### config.mk
export PLATFORM = sky130hd
export DESIGN_NAME = write_ptr_handler
export DESIGN_NICKNAME = d
export VERILOG_FILES = /design/src/rtl/fifo_pkg.sv /design/src/rtl/gray2bin_conv.sv /design/src/rtl/write_ptr_handler.sv
export SDC_FILE = /design/constraint.sdc
export NUM_CORES = 1
export LEC_CHECK = 0
export BUFFER_PORTS_ARGS = -buffer_cell sky130_fd_sc_hd__buf_2
export CAP_MARGIN = 25
export CORE_MARGIN = 2
export CORE_UTILIZATION = 55
export DETAILED_ROUTE_END_ITERATION = 10
export MAX_ROUTING_LAYER = met4
export PLACE_DENSITY = 0.82
export SYNTH_ARGS = -nofsm -noshare
export SYNTH_HDL_FRONTEND = slang
export SYNTH_SLANG_ARGS = --single-unit
### constraint.sdc
create_clock -name wclk -period 5.1 [get_ports wclk]
set_input_delay 1.53 -clock wclk [delete_from_list [all_inputs] [get_ports wclk]]
set_output_delay 1.53 -clock wclk [all_outputs]
set_load 0.01 [all_outputs]
### src/rtl/fifo_pkg.sv
// Shared async-FIFO definitions: default pointer width and Gray/binary helpers
// used by both the write-side and read-side pointer handlers.
package fifo_pkg;

  localparam int PTR_WIDTH_DEFAULT = 6;
  localparam int GRAY_FN_W         = 32;

  // Operands are zero-extended into GRAY_FN_W bits, which leaves any narrower
  // pointer's conversion unchanged in its low bits.
  function automatic logic [GRAY_FN_W-1:0] bin2gray(input logic [GRAY_FN_W-1:0] bin);
    return bin ^ (bin >> 1);
  endfunction

  function automatic logic [GRAY_FN_W-1:0] gray2bin(input logic [GRAY_FN_W-1:0] gray);
    logic [GRAY_FN_W-1:0] bin;
    bin[GRAY_FN_W-1] = gray[GRAY_FN_W-1];
    for (int i = GRAY_FN_W - 2; i >= 0; i--) begin
      bin[i] = bin[i+1] ^ gray[i];
    end
    return bin;
  endfunction

endpackage

### src/rtl/gray2bin_conv.sv
// Combinational Gray-to-binary converter: each binary bit is the XOR of all
// Gray bits at or above it.
module gray2bin_conv #(
  parameter int W = 6
) (
  input  logic [W-1:0] gray,
  output logic [W-1:0] bin
);

  for (genvar i = 0; i < W; i++) begin : g_bit
    assign bin[i] = ^gray[W-1:i];
  end

endmodule

### src/rtl/write_ptr_handler.sv
// Write-domain pointer and flag generator for the async FIFO.
// Optional sticky overflow flag and its assertion: define WPTR_OVERFLOW_FLAG_EN.
module write_ptr_handler
  import fifo_pkg::*;
#(
  parameter int ptr_width = PTR_WIDTH_DEFAULT,
  parameter int AF_THRESH = 28
) (
  input  logic                 wclk,
  input  logic                 wrst_n,
  input  logic                 w_en,
  input  logic [ptr_width-1:0] g_rptr_sync,
  output logic [ptr_width-1:0] b_wptr,
  output logic [ptr_width-1:0] g_wptr,
  output logic                 full,
  output logic                 almost_full,
  output logic [ptr_width-1:0] wlevel,
  output logic                 overflow
);

  // Handshake: w_en acts as valid and ~full as ready; a write is taken only in
  // a cycle where both are high, otherwise the request is dropped, not held.

  localparam logic [ptr_width-1:0] AF_THRESH_W = ptr_width'(AF_THRESH);

  logic                 push;
  logic [ptr_width-1:0] b_wptr_next;
  logic [ptr_width-1:0] g_wptr_next;
  logic [ptr_width-1:0] g_full_match;
  logic [ptr_width-1:0] rbin;
  logic [ptr_width-1:0] wlevel_next;
  logic                 full_next;
  logic                 almost_full_next;

  assign push        = w_en & ~full;
  assign b_wptr_next = b_wptr + {{(ptr_width-1){1'b0}}, push};
  assign g_wptr_next = b_wptr_next ^ (b_wptr_next >> 1);

  // Full when the write pointer is exactly one lap ahead of the read pointer:
  // in Gray code that is the top two bits inverted, the rest equal.
  assign g_full_match = {~g_rptr_sync[ptr_width-1:ptr_width-2], g_rptr_sync[ptr_width-3:0]};
  assign full_next    = (g_wptr_next == g_full_match);

  gray2bin_conv #(
    .W(ptr_width)
  ) u_rptr_conv (
    .gray(g_rptr_sync),
    .bin (rbin)
  );

  assign wlevel_next      = b_wptr_next - rbin;
  assign almost_full_next = (wlevel_next >= AF_THRESH_W);

  always_ff @(posedge wclk or negedge wrst_n) begin
    if (!wrst_n) begin
      b_wptr      <= '0;
      g_wptr      <= '0;
      full        <= 1'b0;
      almost_full <= 1'b0;
      wlevel      <= '0;
    end else begin
      b_wptr      <= b_wptr_next;
      g_wptr      <= g_wptr_next;
      full        <= full_next;
      almost_full <= almost_full_next;
      wlevel      <= wlevel_next;
    end
  end

`ifdef WPTR_OVERFLOW_FLAG_EN
  always_ff @(posedge wclk or negedge wrst_n) begin
    if (!wrst_n) begin
      overflow <= 1'b0;
    end else if (w_en && full) begin
      overflow <= 1'b1;
    end
  end

  a_no_write_when_full : assert property (
    @(posedge wclk) disable iff (!wrst_n) !(w_en && full)
  ) else $error("write attempted while full");
`else
  assign overflow = 1'b0;
`endif

  // A held-off write must not move the pointer that crosses domains.
  a_full_holds_gptr : assert property (
    @(posedge wclk) disable iff (!wrst_n) (full && w_en) |=> $stable(g_wptr)
  );

endmodule
# Yosys cells after proc, flatten, opt, wreduce, memory -nomap -nowiden
# Cells that the tools add are included.
# classes
add_sub_neg	2
n_bitwise	4
reduce_logical	5
eq_ne	1
order_cmp	1
# op_table
cell	count
$add 6x1->6	1
$eq 6x6->1	1
$ge 6x5->1 const B	1
$reduce_xor 6->1	1
$sub 6x6->6	1
$xor 6x5->6	1
$reduce_xor 5->1	1
$reduce_xor 4->1	1
$reduce_xor 3->1	1
$not 2->2	1
$reduce_xor 2->1	1
$and 1x1->1	1
$not 1->1	1
# word_totals
word_cells	18
register_bits	20
out_inout_bits	21
inputBits	9

# Longest topological paths before layout
# depth
ltp_word	5
ltp_mapped	11
depth_no_buf	11

# By module
# From an unflattened synthesis, not the netlist that was laid out.
# unflattened
hier_cells	102
hier_area_um2	1201.2
# modules_own_cells
mod	area_per_inst_um2	cells_per_inst	seq_area_each_um2	n_inst
write_ptr_handler	1092.3	95	475.5	1
gray2bin_conv	108.9	7	0.0	1

# Least setup slack after synthesis
# Ideal clock, no wire load.
# synth_path
path_kind	input to register
from	input w_en
to	register almost_full
cell_stages	10
setup_ns	0.087
t_required_ns	5.013
path_slack_ns	1.428
t_arrival_ns	3.586
path_buffers	0
path_cell_list	nor2b_1 ha_1 ha_1 xnor2_2 inv_1 ha_1 a31oi_1 a21oi_1 or3_1 o211ai_1
# synth_via
elab_chain_cells	4
# synth_rtl
element	line_no	source
start: declaration	write_ptr_handler.sv:11	input logic w_en,
$and 1x1->1	write_ptr_handler.sv:35	assign push = w_en & ~full;
$add 6x1->6	write_ptr_handler.sv:36	assign b_wptr_next = b_wptr + {{(ptr_width-1){1'b0}}, push};
via b_wptr_next[2]	write_ptr_handler.sv:27	logic [ptr_width-1:0] b_wptr_next;
$sub 6x6->6	write_ptr_handler.sv:51	assign wlevel_next = b_wptr_next - rbin;
$ge 6x5->1	write_ptr_handler.sv:52	assign almost_full_next = (wlevel_next >= AF_THRESH_W);
via almost_full_next	write_ptr_handler.sv:33	logic almost_full_next;
end signal: assignment	write_ptr_handler.sv:65	almost_full <= almost_full_next;
end: declaration	write_ptr_handler.sv:16	output logic almost_full,
# The timed path passes the listed nets, and every way through them passes these cells.

# Worst setup path after layout
# Same ends and word-level chain as after synthesis.

==> impl_metrics.py <==
metrics = {
    "clock_network": {
        "htree_levels": 1,
        "cts_setup_buffers": 0,
        "cts_tree": "yes",
        "cts_hold_buf": 0,
        "max-clock-path-buffers": 2,
        "path_clk_slew_ps": 100,
        "cts_buffers": 3,
        "clockRootBuffer": "clkbuf_4",
        "clock-sinks": 19,
        "clk-insertion-delay-late_ps": 300,
        "cts_resized": 0,
    },
    "critical_path": {
        "critical_path.max_stage_delay_ps": 380,
        "cp.arrival_ps": 3970,
        "cpMostUsedCell": "ha_1",
        "cp_data_required_time_ps": 5320,
        "crit_family": "adder cells",
        "cp_cell_sequence": "buf_2 -> nor2b_1 -> ha_1 -> ha_1 -> xnor2_2 -> inv_1 -> ha_1 -> a31oi_1 -> a21oi_1 -> or3_1 -> o211ai_1",
        "critical_path_buf_inv_count": 2,
        "cp-end-kind": "register",
        "start_kind": "input port",
        "worstPathMaxFanout": 6,
        "setup.worst_path.class": "in -> reg",
        "cp_slowest_cell": "or3_1",
    },
    "sta": {
        "fmax_mhz": 267,
        "fin_crit_sh": 0.735,
        "slew_violations": 0,
        "period_minus_slack_ps": 3750,
        "rsz0062_at_grt": "no",
        "whs_ps": 604,
        "fin_setup_tns_ps": 0,
        "finalHoldViolations": 0,
        "clock_skew_ps": 2.49,
        "final-setup-viol-count": 0,
    },
    "power": {
        "swShare": 0.443,
        "p_comb_frac": 0.659,
        "peakVddDrop_v": 0.000506,
        "power.internal_uw": 568,
        "p_per_area_nw_per_um2": 785,
        "p_seq_frac": 0.267,
        "power_frac_clock": 0.074,
        "p_leak_nw": 0.665,
        "switching_power_uw": 452,
    },
    "grt": {
        "grt_remaining_overflow": 0,
        "grtUsageTotal": 0.196,
        "antenna_found_initial": 0,
        "grt_pass1_vias": 774,
        "grt_pass1_wl_um": 3430,
        "grt_max_degree": 20,
    },
    "synthesis": {
        "synth-async-reset-ratio": 1.00,
        "ys_ff_latch": 19,
        "synth_fp_nets": 116,
        "synth_edf_count": 0,
        "syn_inst": 99,
        "synth_cell_type_count": 30,
        "syn-cell-area_um2": 1110,
        "synthFlopType": "dfrtp_1",
        "yosysSeqAreaShare": 0.427,
        "synth.avg_cell_area_um2": 11.2,
        "yosysWarnings": 0,
    },
    "finish": {
        "stdcell_count": 156,
        "area_delta_synth_final_pct": 16.6,
        "antenna_cells": 0,
        "final_nets": 147,
        "fin_util": 0.669,
        "drive_above_1_share": 0.279,
        "fin_area_um2": 1300,
    },
    "detailed_routing": {
        "drt_iter0_drc": 8,
        "vias_per_cell": 5.06,
        "drc": 0,
        "wirelength_um": 1920,
        "wl_per_cell_um": 12.3,
        "drtPass1Iterations": 2,
        "antenna_left": 0,
        "vias": 789,
    },
    "run_status": {
        "status": "finished, final reports clean",
    },
    "floorplan": {
        "coreArea_um2": 1940,
        "initial_utilization": 0.573,
        "ioPinCount": 30,
        "die_area_um2": 2400,
        "rows": 16,
        "fp.dieH_um": 49.0,
        "die_x_um": 49.0,
    },
    "placed_design": {
        "placed_area_um2": 1270,
        "io_buffers": 28,
        "globalplace.congestion": 0.824,
        "hpwlAfterDp_um": 1570,
        "post-place-cells": 152,
    },
    "run": {
        "maxCapViolations": 0,
    },
    "min_path": {
        "worstHoldPathType": "reg -> reg",
    },
}
[per-layer routing]
metal / wire length [um] / GRT usage / up-vias
met4: 54 / 0.114 / 0
li1: - / - / 385
met3: 62 / 0.0307 / 5
met1: 846 / 0.233 / 381
met5: 0 / - / -
met2: 952 / 0.315 / 18
[Yosys cell counts, drive strengths merged (3+ instances only)]
master / instances / share of area
dfrtp: 19 / 0.43
nand3: 5 / 0.022
a21oi: 4 / 0.018
ha: 8 / 0.090
xnor2: 14 / 0.12
xor2: 10 / 0.085
inv: 9 / 0.030
and3: 3 / 0.017
mux2i: 3 / 0.030
[power groups by stage]
| stage | clock network (mW) | registers, mW | logic (mW) |
|---|---|---|---|
| floorplan | 0 | 0.316 | 0.463 |
| global placement | 0 | 0.272 | 0.656 |
| detailed placement | 0 | 0.277 | 0.673 |
| CTS | 0.0778 | 0.273 | 0.676 |
| global route | 0.0822 | 0.284 | 0.747 |
| finish | 0.0754 | 0.272 | 0.672 |
[flip-flops by register name, summed over array words and instances, names as in the netlist]
| register | flops |
|---|---|
| wlevel | 6 |
| full | 1 |
| b_wptr | 6 |
| almost_full | 1 |
| g_wptr | 5 |
[cell families (layout without fill, tap and decap cells)]
family,after synthesis,count (layout),share of synthesized area
adders and majority gates,8,8,0.0899
xor gates and xnor gates,26,26,0.247
AOI/OAI and AO/OA,9,9,0.0461
and+or+nand+nor,22,22,0.112
DFF,19,19,0.427
buffers and inverters,11,41,0.0438
muxes,3,3,0.0303
other,1,1,0.00337
[per-stage QoR]
step	power [mW]	setup WS, ps
final	1.02	1350
after global routing	1.11	1230
after CTS	1.03	1390
after detailed placement	0.950	1080
after global placement	0.928	1140
after floorplan	0.779	1430
[layout make-up]
class / count / area (um^2)
timing repair buffer: 28 / 140
tap: 27 / 33.8
multi-input combinational: 69 / 589
fill: 161 / 643
inverter: 9 / 33.8
clock buffer: 4 / 26.3
sequential: 19 / 475
[final timing paths]
path                                start     endpoint  slack [ps]  cells after the start
worst max-delay path                 w_en  almost_full        1350                     11
min in group asynchronous          wrst_n    b_wptr[1]        1150                      1
worst min-delay path            b_wptr[5]    b_wptr[5]         600                      2
max in group asynchronous          wrst_n    b_wptr[2]        3660                      1
worst min register to register  b_wptr[5]    b_wptr[5]         600                      2
worst max register to register  b_wptr[0]  almost_full        2380                      9
[tightest hold or removal path, stage by stage (launching register included)]
cell and delay, ps:
dfrtp_1 380, xor2_1 130, inv_1 60
[placed cells by master (no fill, tap or decap), types with 3 or more instances in the layout]
cell type	n
buf_2	28
xor2_1	9
xnor2_1	13
a21oi_1	4
clkbuf_4	3
nand3_1	5
inv_1	9
and3_1	3
ha_1	8
dfrtp_1	19
Note: power is estimated with default switching activity, not from simulation.
